File: config.mk
export PLATFORM = sky130hd
export DESIGN_NAME = lector_destinos
export DESIGN_NICKNAME = d
export VERILOG_FILES = /design/src/rtl/lector_destinos_pkg.sv /design/src/rtl/buffer_salida2.sv /design/src/rtl/lector_destinos.sv
export SDC_FILE = /design/constraint.sdc
export NUM_CORES = 1
export LEC_CHECK = 0
export CAP_MARGIN = 20
export CORE_MARGIN = 10
export CORE_UTILIZATION = 30
export CTS_CLUSTER_DIAMETER = 120
export DETAILED_ROUTE_END_ITERATION = 10
export GPL_TIMING_DRIVEN = 0
export HOLD_SLACK_MARGIN = 0.12
export PLACE_DENSITY_LB_ADDON = 0.3
export SETUP_SLACK_MARGIN = 0.2
export SYNTH_ARGS = -nofsm -noshare
export SYNTH_HDL_FRONTEND = slang
export SYNTH_HIERARCHICAL = 1
export SYNTH_SLANG_ARGS = --single-unit
File: constraint.sdc
create_clock -name clk -period 2.5 [get_ports clk]
set_input_delay 0.25 -clock clk [delete_from_list [all_inputs] [get_ports clk]]
set_output_delay 0.25 -clock clk [all_outputs]
set_load 0.1 [all_outputs]
File: src/rtl/lector_destinos_pkg.sv
// Shared definitions for the destination-FIFO reader.
// FIFO word layout (DATA_SIZE bits):
//   [DEST_BIT]          destination the classifier routed the word to
//   [CLASS_BIT]         class bit
//   [PAYLOAD_MSB:0]     payload
// State encodings are kept as plain constants so legacy code can still
// compare against them directly.
package lector_destinos_pkg;

  localparam int unsigned DATA_SIZE_DEF = 10;
  localparam int unsigned CNT_W_DEF     = 8;

  localparam int unsigned DEST_BIT    = 9;
  localparam int unsigned CLASS_BIT   = 8;
  localparam int unsigned PAYLOAD_MSB = 7;

  localparam logic [1:0] ST_IDLE  = 2'd0;
  localparam logic [1:0] ST_RUN   = 2'd1;
  localparam logic [1:0] ST_DRAIN = 2'd2;

endpackage

File: src/rtl/buffer_salida2.sv
// Two-entry synchronous FIFO used as the output buffer of lector_destinos.
// Ports:
//   clk_i       clock
//   rst_i       synchronous active-high reset (empties the buffer)
//   push_i      write push_data_i at the tail
//   push_data_i word to write
//   pop_i       remove the head entry (ignored when empty)
//   head_o      entry 0 (the head), valid when occ_o != 0
//   occ_o       occupancy 0..2
// Push and pop in the same cycle are allowed; occupancy is then unchanged.
module buffer_salida2 #(
  parameter int unsigned W = 10
) (
  input  logic         clk_i,
  input  logic         rst_i,
  input  logic         push_i,
  input  logic [W-1:0] push_data_i,
  input  logic         pop_i,
  output logic [W-1:0] head_o,
  output logic [1:0]   occ_o
);

  logic [W-1:0] e0_q, e1_q;
  logic [1:0]   occ_q;
  logic         do_pop;
  logic         do_push;

  assign do_pop  = pop_i && (occ_q != 2'd0);
  // A full buffer can only take a word if the head leaves in the same cycle.
  assign do_push = push_i && ((occ_q != 2'd2) || do_pop);

  always_ff @(posedge clk_i) begin
    if (rst_i) begin
      e0_q  <= '0;
      e1_q  <= '0;
      occ_q <= '0;
    end else begin
      case ({do_push, do_pop})
        2'b10: begin
          if (occ_q == 2'd0) e0_q <= push_data_i;
          else               e1_q <= push_data_i;
          occ_q <= occ_q + 2'd1;
        end
        2'b01: begin
          e0_q  <= e1_q;
          occ_q <= occ_q - 2'd1;
        end
        2'b11: begin
          // Head leaves; the incoming word lands right behind whatever remains.
          if (occ_q == 2'd1) begin
            e0_q <= push_data_i;
          end else begin
            e0_q <= e1_q;
            e1_q <= push_data_i;
          end
        end
        default: ;
      endcase
    end
  end

  assign head_o = e0_q;
  assign occ_o  = occ_q;

endmodule

File: src/rtl/lector_destinos.sv
// Reader for the two destination FIFOs (D0, D1) filled by the classifier.
// Pops the FIFOs round-robin, unpacks each word and presents it on a
// valid/ready stream through a 2-entry output buffer, counts words per
// destination and flags words whose dest bit disagrees with their FIFO.
// Ports:
//   clk, reset (sync, active-high), enable (allow popping)
//   fifo_empty_d0/d1, data_d0/d1 (read data valid the cycle after pop)
//   pop_d0/pop_d1           read strobes
//   out_valid/out_ready     output handshake; out_data/out_dest/out_class fields
//   count_d0/count_d1       wrapping per-FIFO pop counters
//   err_dest                sticky routing-error flag
//   idle                    high in the IDLE state
module lector_destinos
  import lector_destinos_pkg::*;
#(
  parameter int unsigned DATA_SIZE = DATA_SIZE_DEF,
  parameter int unsigned CNT_W     = CNT_W_DEF
) (
  input  logic                 clk,
  input  logic                 reset,
  input  logic                 enable,
  input  logic                 fifo_empty_d0,
  input  logic                 fifo_empty_d1,
  input  logic [DATA_SIZE-1:0] data_d0,
  input  logic [DATA_SIZE-1:0] data_d1,
  output logic                 pop_d0,
  output logic                 pop_d1,
  output logic                 out_valid,
  input  logic                 out_ready,
  output logic [7:0]           out_data,
  output logic                 out_dest,
  output logic                 out_class,
  output logic [CNT_W-1:0]     count_d0,
  output logic [CNT_W-1:0]     count_d1,
  output logic                 err_dest,
  output logic                 idle
);

  logic [1:0]           state_q, state_d;
  logic                 inflight_q;   // a pop was issued last cycle
  logic                 src_q;        // FIFO that pop came from
  logic                 pref_q;       // 0: D0 wins a tie, 1: D1 wins
  logic [CNT_W-1:0]     cnt0_q, cnt1_q;
  logic                 err_q;

  logic [1:0]           occ;
  logic [DATA_SIZE-1:0] head;
  logic [DATA_SIZE-1:0] cap_data;
  logic                 deq;
  logic [1:0]           load;
  logic                 can_pop;
  logic                 elig0, elig1;

  assign deq = (occ != 2'd0) && out_ready;

  // Entries that will occupy the buffer once this cycle's dequeue and last
  // cycle's in-flight capture settle; max is 2 - 0 + 1 = 3, fits in 2 bits.
  assign load    = occ - {1'b0, deq} + {1'b0, inflight_q};
  assign can_pop = !reset && enable && (state_q == ST_RUN) && (load < 2'd2);

  assign elig0  = !fifo_empty_d0;
  assign elig1  = !fifo_empty_d1;
  assign pop_d0 = can_pop && elig0 && (!elig1 || !pref_q);
  assign pop_d1 = can_pop && elig1 && (!elig0 || pref_q);

  assign cap_data = src_q ? data_d1 : data_d0;

  buffer_salida2 #(
    .W(DATA_SIZE)
  ) u_buf (
    .clk_i      (clk),
    .rst_i      (reset),
    .push_i     (inflight_q),
    .push_data_i(cap_data),
    .pop_i      (deq),
    .head_o     (head),
    .occ_o      (occ)
  );

  always_comb begin
    state_d = state_q;
    case (state_q)
      ST_IDLE:  if (enable) state_d = ST_RUN;
      ST_RUN:   if (!enable) state_d = ST_DRAIN;
      ST_DRAIN: begin
        if (enable)                                  state_d = ST_RUN;
        else if ((occ == 2'd0) && !inflight_q)       state_d = ST_IDLE;
      end
      default:  state_d = ST_IDLE;
    endcase
  end

  always_ff @(posedge clk) begin
    if (reset) begin
      state_q    <= ST_IDLE;
      inflight_q <= 1'b0;
      src_q      <= 1'b0;
      pref_q     <= 1'b0;
      cnt0_q     <= '0;
      cnt1_q     <= '0;
      err_q      <= 1'b0;
    end else begin
      state_q    <= state_d;
      inflight_q <= pop_d0 | pop_d1;
      if (pop_d0) begin
        src_q  <= 1'b0;
        pref_q <= 1'b1;
        cnt0_q <= cnt0_q + CNT_W'(1);
      end
      if (pop_d1) begin
        src_q  <= 1'b1;
        pref_q <= 1'b0;
        cnt1_q <= cnt1_q + CNT_W'(1);
      end
      if (inflight_q && (cap_data[DEST_BIT] != src_q)) err_q <= 1'b1;
    end
  end

  assign out_valid = (occ != 2'd0);
  assign out_data  = head[PAYLOAD_MSB:0];
  assign out_dest  = head[DEST_BIT];
  assign out_class = head[CLASS_BIT];
  assign count_d0  = cnt0_q;
  assign count_d1  = cnt1_q;
  assign err_dest  = err_q;
  assign idle      = (state_q == ST_IDLE);

endmodule

==> metrics, run 1 <==
Tcrit/Tclk final 0.9429; Yosys top cell area share 0.3911; Via Count 2104; CP Max Fanout 5; Design Area, Final 3216 µm²; largest family of logic cells by synthesized area simple AND/OR/NAND/NOR gates; r2r setup slk 0.21 ns; Fin. Hold Viols 0; port bufs 56; first-pass GRT wire length 10030 µm; Synth warnings 6; RR Startpoint u_buf/occ_o[0]$_SDFFE_PP0P_; worst hold path class primary input to register; PD cells 497.7 nW/µm²; Post-Synth XOR/XNOR Area 0.01167; flops & latches, synth 44; commonest cells in the netlist dfxtp_1 (44), nor2_1 (32), nand2_1 (21), nand3_1 (15); Max Root-Sink Buffers 2; Clock Latency Late Sink 0.30 ns; Place WS -0.8186 ns; mux share of post-synthesis cell area 0.1378; post-DR wirelength/cell 15.04 µm; Worst Tran Pin Value 1.003 ns; Num CTS Buffers 5; critical path class register to primary output; cell area after synthesis 2252 µm²; Top FF cell, synth dfxtp_1; Area Growth Syn to Fin 42.78%; Max VDD drop 251.3 µV; clk slew on worst S/H paths 0.09 ns; final worst slack 0.1427 ns; worst reg-to-reg path cell count 8; ANT cells 0; number of flops mapped to enable cells by yosys 0; leading area contributor after synthesis dfxtp_1; hold path endpoint u_buf/head_o[4]$_SDFFE_PP0P_; Detailed Place HPWL 4487 µm; most common cell in the netlist dfxtp_1; wirelength, routed 6288 µm; Antenna Violating Nets Remaining 0; clock root cell clkbuf_8; unrepaired setup endpoints after global routing yes; vias in the first global route 2090; die area 11370 µm²; setup violators final 0; vias per cell 5.033; GRT overflow 0; clock tree sinks 44; nets 350; share of layout cells above drive strength 1 0.1787; Max-Cap Viols 0; initial drt markers 55; CORE AREA 7292 µm²; DRC 0; Critical Path RT 2.25 ns; Slew Limit Fails 0; hold depth 2; placed cells 403; Unique masters post-synth 43; Max Clock Freq 0.4242 GHz; GRT Util Overall 0.1069; Clock Skew 0.009005 ns; async set-reset flop share out of synthesis 0; hold_sp reset; Fin Setup TNS 0 ns; CP Capture Type primary output; Fill cells 748; syn avg cell area 9.081 µm²; crit path DAT 2.11 ns; maximum number of pins on one net before global-route repair 14; routability congestion estimate 0.8006; Pleak 1.223 nW; Slew HR 0.3296; adder-cell share of the synthesized area 0.03333; Setup crit start kind register; Non-Filler Instances 418; die extent in y 106.6 µm; status complete, no violations; row count 31; synth top area cells dfxtp_1 (39%), mux2_2 (6.5%), mux2i_1 (5.8%), nor2_1 (5.3%), a311oi_1 (4.3%); Initial Utilization 0.3089; sequential-to-total area share from yosys stat 0.3911; Reg-to-Reg End count_d0[7]$_SDFFE_PP0P_; placed cell areas 2982 µm²; Syn Inst Count 248; initial antenna violation count 0; boundary pin count 57; Simple-Gate Fraction of Synth Area 0.2272; Syn Nets 280; fin crit period 2.357 ns; Compound-Gate Fraction of Synth Area 0.1344; die width 106.6 µm; H-tree depth 2; CTS tree built; DRT Pass-1 Iters 4; post-route core utilization 0.4410
worst max-delay path, stage by stage (launching register included):
cell and delay, ns:
dfxtp_2 0.33, or2_4 0.24, and2_4 0.15, ha_4 0.24
and2b_2 0.24, xnor2_4 0.15, buf_6 0.15, nor2_4 0.12
buf_12 0.19
sequential cells by signal, indices dropped and copies added, names as in the netlist, 2 cells and up:
name,cells
count_d0,8
count_d1,8
u_buf/occ_o,2
u_buf/head_o,10
state_q,2
u_buf/e1_q,10
cell usage in the layout, fill, tap and decap left out, types with 5 or more instances in the layout:
master and n:
nor2_1 30, a21oi_1 9, mux2i_1 13, o21ai_0 6, clkbuf_8 9, o31ai_1 5, clkdlybuf4s50_1 53, nand3_1 15
ha_1 5, buf_4 6, nor2b_1 6, mux2_2 12, a311oi_1 11, buf_2 5, or4_1 5, nand2_1 21
dfxtp_1 42, inv_1 9
layout make-up:
type	count	area, µm²	share of cell area
inverter	9	33.78	0.01051
clock buffer	7	96.34	0.02996
multi-input combinational	180	1301	0.4047
sequential	44	885.9	0.2755
buffer	15	111.4	0.03463
timing repair buffer	63	633.1	0.1969
tap	99	123.9	0.03852
clock inverter	1	30.03	0.009339
logic make-up after synthesis:
| family | Yosys count |
|---|---|
| buffers and inverters | 24 |
| muxes | 29 |
| and+or+nand+nor | 100 |
| adders and majority gates | 6 |
| DFF | 44 |
| xor gates and xnor gates | 3 |
| AOI/OAI and AO/OA | 42 |
repair_timing:
action / in CTS / in global routing
setup endpoints to repair: 6 / 9
resized for setup: 23 / 3
buffers inserted: 6 / 0
pin swaps: 3 / 2
hold buffers: 0 / 0
cloned: 0 / 1
layer usage:
layer / track usage / wire length, µm / up-vias
met2: 0.1747 / 2869 / 52
met4: 0.02998 / 44 / 0
li1: - / - / 1040
met1: 0.1250 / 2883 / 1008
met5: 0 / 0 / -
met3: 0.04551 / 490 / 4
where the power goes:
part | switching [mW] | total, mW | internal, mW
Combinational | 0.165 | 0.277 | 0.112
Sequential | 0.00937 | 0.721 | 0.712
Clock | 0.249 | 0.601 | 0.353
per-stage QoR:
step | hold slack (ns) | power (mW)
after floorplan | 0.3221 | 0.9089
after global placement | 0.4614 | 0.9984
after detailed placement | 0.4655 | 0.9991
after CTS | 0.4921 | 1.613
after global routing | 0.4544 | 1.655
final | 0.4300 | 1.600
worst max-delay path by stage:
| stage | start | to | slack [ns] | cells past startpoint |
|---|---|---|---|---|
| floorplan | u_buf/occ_o[1]$_SDFFE_PP0P_ | count_d1[1]$_SDFFE_PP0P_ | -0.11 | 8 |
| global placement | reset | pop_d0 | -0.81 | 6 |
| detailed placement | reset | pop_d0 | -0.82 | 6 |
| CTS | u_buf/occ_o[0]$_SDFFE_PP0P_ | pop_d0 | 0.11 | 8 |
| global route | u_buf/occ_o[0]$_SDFFE_PP0P_ | pop_d0 | 0.07 | 8 |
| finish | u_buf/occ_o[0]$_SDFFE_PP0P_ | pop_d1 | 0.14 | 8 |
Power figures use the tool's default switching activity.
==> run 2: changes to the inputs <==
Settings changed: MAX_ROUTING_LAYER from default to met4, SYNTH_HIERARCHICAL 1 to default.
==> metrics, run 2 <==
status complete, no violations; first-pass GRT wire length 11130 µm (+11%); Area Growth Syn to Fin 47.39%; final hold slack 0.4523 ns (+0.02221 ns); PD cells 823.2 nW/µm² (+65%); GRT Util Overall 0.1225 (+0.01561); post-DR wirelength/cell 15.14 µm (+0.63%); Antenna Violating Nets Remaining 0 (unchanged); initial antenna violation count 0 (unchanged); Critical Path RT 2.25 ns (about the same); DRC 0 (unchanged); row count 31 (unchanged); Syn Inst Count 267 (+7.7%); Setup crit start kind register; Max-Cap Viols 0 (unchanged); Unique masters post-synth 38 (-12%); Clock Skew 0.007972 ns (-0.001033 ns); hold_sp u_buf.head_o[7]$_SDFFE_PP0P_; wirelength, routed 6721 µm (+6.9%); vias in the first global route 2270 (+8.6%); crit path DAT 2.04 ns (-0.07 ns); boundary pin count 57 (unchanged); CP Max Fanout 4 (-1); async set-reset flop share out of synthesis 0 (unchanged); die area 11470 µm² (+0.85%); crit-path cells inv_4, ha_4, nand2b_4, inv_4, ha_4, xor2_4, xnor2_2, buf_4, nand2_4, clkinvlp_4, buf_12; setup violators final 0 (unchanged); initial drt markers 101 (+84%); Detailed Place HPWL 4777 µm (+6.5%); share of layout cells above drive strength 1 0.1681 (-0.01057); Non-Filler Instances 444 (+6.2%); synth top area cells dfxtp_1 (39%), a21oi_1 (5.1%), mux2_2 (4.9%), mux2i_1 (4.8%), nor2_1 (4.5%); Pleak 1.156 nW (-5.5%); most frequent cells in the layout clkdlybuf4s50_1 (53), dfxtp_1 (40), nor2_1 (26); syn avg cell area 8.524 µm² (-6.1%); Max VDD drop 373.5 µV (+49%); clock tree sinks 44 (unchanged); maximum number of pins on one net before global-route repair 15 (+1); Syn Nets 299 (+6.8%); Top FF cell, synth dfxtp_1; die extent in y 107.1 µm (+0.43%); nets 376 (+7.4%); fin crit period 2.286 ns (-0.07164 ns); Clock Latency Late Sink 0.30 ns (about the same); Slew HR 0.3299 (about the same); RR Startpoint u_buf.occ_o[1]$_SDFFE_PP0P_; routed length on met2 2895 µm (+0.91%); Worst Tran Pin Value 1.002 ns (-0.0004463 ns); metal3 WL 314 µm (-36%); Num CTS Buffers 5 (unchanged); flops & latches, synth 44 (unchanged); CORE AREA 7331 µm² (+0.53%); Initial Utilization 0.3105 (+0.001609); Slew Limit Fails 0 (unchanged); CP peak stage delay 0.37 ns (+0.04 ns); commonest cells in the netlist dfxtp_1 (44), nor2_1 (27), a21oi_1 (23), nand2_1 (17), o21ai_0 (16); most common cell after layout, fill and taps aside clkdlybuf4s50_1; worst hold path class register to register; unrepaired setup endpoints after global routing yes; most common cell in the netlist dfxtp_1; sequential-to-total area share from yosys stat 0.3870 (-0.004085); Fill cells 716 (-4.3%); die width 107.1 µm (+0.43%); routability congestion estimate 0.8347 (+4.3%); leading area contributor after synthesis dfxtp_1; port bufs 56 (unchanged); DRT Pass-1 Iters 4 (unchanged); CP Capture Type primary output; placed cells 422 (+4.7%); number of flops mapped to enable cells by yosys 0 (unchanged); clock root cell clkbuf_8; critical path class register to primary output; GRT overflow 0 (unchanged); H-tree depth 2 (unchanged); slowest stage cell, crit path dfxtp_4; Synth warnings 0 (-6); Yosys top cell area share 0.3870 (-0.004085); origin of the worst setup path u_buf.occ_o[1]$_SDFFE_PP0P_; post-route core utilization 0.4576 (+0.01661); cell area after synthesis 2276 µm² (+1.1%); Max Clock Freq 0.4375 GHz (+3.1%); CTS tree built; Fin. Hold Viols 0 (unchanged); Tcrit/Tclk final 0.9143 (-0.02866); vias per cell 4.896 (-2.7%); Via Count 2174 (+3.3%); Top Layer Used met4; clk slew on worst S/H paths 0.09 ns (about the same); ANT cells 0 (unchanged); M1 WL 3398 µm (+18%); Max Root-Sink Buffers 2 (unchanged)
## run 2: changes by cell type after synthesis, sizes merged, moves of 6 or more
cell | before | now
o21ai | 6 | 16
mux2 | 16 | 10
a311oi | 11 | 1
o211ai | 1 | 11
nand2b | 0 | 7
a21oi | 9 | 23
a211oi | 1 | 10
nor2b | 6 | 15
nand3 | 15 | 3
nor3 | 0 | 10
## run 2: cells by family (layout without fill, tap and decap cells)
family	Yosys count	after routing	share of synthesized area
and+or+nand+nor	103	103	0.2496
adders and majority gates	6	6	0.03298
muxes	21	21	0.09786
buffers and inverters	23	101	0.04178
xor gates and xnor gates	4	4	0.01540
AOI/OAI and AO/OA	66	66	0.1754
DFF	44	44	0.3870
## run 2: what timing repair did
item / CTS / global route
endpoints found under the setup margin: 18 / 6
gates resized for setup: 35 / 0
setup buffers: 8 / 6
hold buffers: 0 / 0
pin swaps: 4 / 3
## run 2: where the power goes
group | switching [mW] | internal, mW
logic | 0.773 | 0.437
registers | 0.0355 | 0.760
clock network | 0.256 | 0.500
total | 1.06 | 1.70
## run 2: area by class of cell
type                       instances  area (µm²)  share of cell area
buffer                            17       72.57             0.02163
clock inverter                     3       90.09             0.02686
tap                               99       123.9             0.03693
sequential                        44       888.4              0.2648
timing repair buffer              70       684.4              0.2040
clock buffer                       5       68.82             0.02051
multi-input combinational        200        1393              0.4151
inverter                           6       33.78             0.01007
## run 2: worst paths after layout
path / endpoint / slack, ns / cells past startpoint
worst min-delay path: u_buf.head_o[7]$_SDFFE_PP0P_ / 0.45 / 2
worst max register to register: count_d1[5]$_SDFFE_PP0P_ / 0.24 / 10
worst min register to register: u_buf.head_o[7]$_SDFFE_PP0P_ / 0.45 / 2
worst max-delay path: pop_d1 / 0.21 / 11
## run 2: routing by layer
| layer | GRT usage | vias to the layer above |
|---|---|---|
| li1 | - | 1105 |
| met1 | 0.1547 | 995 |
| met2 | 0.1841 | 63 |
| met3 | 0.02934 | 11 |
| met4 | 0.04739 | 0 |
| met5 | - | - |
## run 2: critical path, delay by kind of cell, from the launching register on
family | cells | cell delay, ns
simple gates | 2 | 0.20
flops | 1 | 0.37
xor+xnor | 2 | 0.34
fa+ha+maj | 2 | 0.29
buf+inv | 5 | 0.51
## run 2: metrics by stage
stage | worst slack (ns) | power [mW] | TNS [ns] | instance area [µm²]
floorplan | 0.1779 | 1.561 | 0 | 2318
global placement | -0.8353 | 1.812 | -2.198 | 3003
detailed placement | -0.8353 | 1.821 | -2.269 | 3003
CTS | 0.1973 | 2.730 | 0 | 3309
global route | 0.1008 | 2.911 | 0 | 3354
finish | 0.2144 | 2.762 | 0 | 3354
==> RTL edit (settings of run 2) <==
The package constant `CNT_W_DEF` goes from 8 to 12.
--- a/src/rtl/lector_destinos_pkg.sv
+++ b/src/rtl/lector_destinos_pkg.sv
@@ -8,7 +8,7 @@
 package lector_destinos_pkg;
 
   localparam int unsigned DATA_SIZE_DEF = 10;
-  localparam int unsigned CNT_W_DEF     = 8;
+  localparam int unsigned CNT_W_DEF     = 12;
 
   localparam int unsigned DEST_BIT    = 9;
   localparam int unsigned CLASS_BIT   = 8;
Ports: changed (resized count_d0 and count_d1); port bits go from 57 to 65. The function was not compared with the original's and may differ.
==> RTL edit against run 2 <==
Final area grew 6.4%; worst hold slack gained 5.1 ps; power shrank 6.4%; core utilization shrank 2.1 points; area after synthesis grew 10%; clock power shrank 38%; synthesized cell count grew 13%; routed wire length grew 3.5%; final cell count grew 10%; sequential cell count grew 8; worst setup slack lost 27 ps; critical path type unchanged.
==> RTL edit: results (changes against run 2) <==
syn_nets 334 (+12%); n_diodes 0 (unchanged); Syn Inst Count 302 (+13%); # placed instances 471 (+12%); DRT Pass-1 Iters 4 (unchanged); vias in the first global route 2514 (+11%); pin count of the biggest net entering global routing 15 (unchanged); largest cells by area after synthesis dfxtp_1 42%, nor2_1 8.2%, a21oi_1 6.0%; routed wl met2 3250 um (+12%); initial DRC count 51 (-50%); fillers 798 (+11%); clock root buffer clkbuf_8; Top Metal Used met4; CTS buffer count 5 (unchanged); Rel. slew slack 32.5% (-0.51 points); CP max FO 4 (unchanged); vias per std cell 4.89 (-0.22%); pre-CTS WS -924 ps (-88.5 ps); CP arrival 2060 ps (+20 ps); post-synthesis sequential area ratio 41.5% (+2.8 points); All-Layer GR Usage 11.2% (-1.0 points); HP Class reg2reg; wl on met1 3170 um (-6.7%); worst clock skew 5.99 ps (-1.98 ps); status finished clean; first-pass GRT wire length 11600 um (+4.7%); Wirelength per Cell 14.2 um (-6.3%); count of yosys warnings during synthesis 0 (unchanged); Via Count 2394 (+10%); final RePlAce weighted congestion 0.795 (-4.8%); clock slew at reported path FFs 90 ps (about the same); Max Buffers Root-to-Sink 2 (unchanged); DP HPWL 5070 um (+6.0%); Synth top cells by count 55 x nor2_1, 52 x dfxtp_1, 30 x a21oi_1; async set or reset register ratio after synthesis 0% (unchanged); worst-skew pair later-pin latency 300 ps (about the same); PortBufs 64 (+14%); initial antenna violation count 0 (unchanged); Yosys cell types 40 (+5.3%); Net Sw Frac 41.6% (+3.0 points); Leakage 1.28 nW (+11%); layout cells sized above 1 10.6% (-6.2 points); Max VDD drop 0.309 mV (-17%); Final #Nets 417 (+11%); routed wl met3 484 um (+54%); H-tree depth 2 (unchanged)
==> RTL edit: cell types whose count changed in the layout (fill, tap and decap cells not counted), sizes merged, moves of 9 or more <==
cell	change
nor2	+29
nand3	+13
nor2b	-13
o21ai	-13
xor2	+12
a211o	+10
mux2	-10
a211oi	-9
nand2	+9
o211ai	-9
==> RTL edit: final timing paths <==
kind,from,endpoint,slack (ps),depth (start not counted)
max,u_buf.occ_o[1],pop_d1,190,10
min,u_buf.head_o[1],u_buf.head_o[1],460,2
max reg2reg,u_buf.occ_o[1],count_d1[6],250,11
min reg2reg,u_buf.head_o[1],u_buf.head_o[1],460,2
==> RTL edit: metal layers <==
layer / vias up / track usage, %
li1: 1214 / -
met1: 1109 / 12.6
met2: 65 / 19.1
met3: 6 / 3.70
met4: 0 / 2.06
met5: - / -
==> RTL edit: final cells by class <==
type,instances,area (sq um),area share (%)
clock buffers,6,72.6,2.03
clock inverters,1,5.00,0.140
repair buffers,76,757,21.2
multi-input cells,224,1440,40.4
inverters,11,53.8,1.51
well taps,105,131,3.68
flip-flops and latches,52,1040,29.3
plain buffers,15,62.6,1.75
==> RTL edit: metrics by stage <==
| stage | instance area (sq um) | utilization, % | hold slack (ps) |
|---|---|---|---|
| after floorplan | 2540 | - | 328 |
| after global placement | 3320 | 40.6 | 440 |
| after detailed placement | 3320 | 40.6 | 445 |
| after CTS | 3520 | 43.1 | 461 |
| after global routing | 3570 | 43.7 | 492 |
| final | 3570 | 43.7 | 457 |
==> RTL edit: cells by family (layout without fill, tap and decap cells) <==
family | after synthesis | count (layout) | synth area share (%)
xor gates and xnor gates | 18 | 18 | 7.04
AOI/OAI and AO/OA | 59 | 59 | 15.1
buffers and inverters | 26 | 109 | 3.99
DFF | 52 | 52 | 41.5
and+or+nand+nor | 130 | 130 | 25.0
muxes | 11 | 11 | 4.39
adders and majority gates | 6 | 6 | 2.99
==> RTL edit: critical path, stage by stage (launching register included) <==
cell and delay (ps):
dfxtp_4 360, inv_4 70, ha_4 140, nand2b_4 130
inv_4 40, ha_4 170, xor2_4 160, xnor2_4 270
nand3_4 130, clkinvlp_4 110, buf_12 160
==> RTL edit: repair_timing <==
action,in CTS,in global routing
hold buffers,0,0
setup buffers,7,5
endpoints found under the setup margin,20,19
pin swaps,5,6
resized for setup,31,4
==> RTL edit: power groups by stage <==
| stage | clock network [W] | logic, W | registers (W) |
|---|---|---|---|
| floorplan | 0 | 0.000502 | 0.00118 |
| global placement | 0 | 0.000990 | 0.000935 |
| detailed placement | 0 | 0.000992 | 0.000936 |
| CTS | 0.000475 | 0.00113 | 0.000917 |
| global route | 0.000506 | 0.00130 | 0.000924 |
| finish | 0.000467 | 0.00120 | 0.000916 |
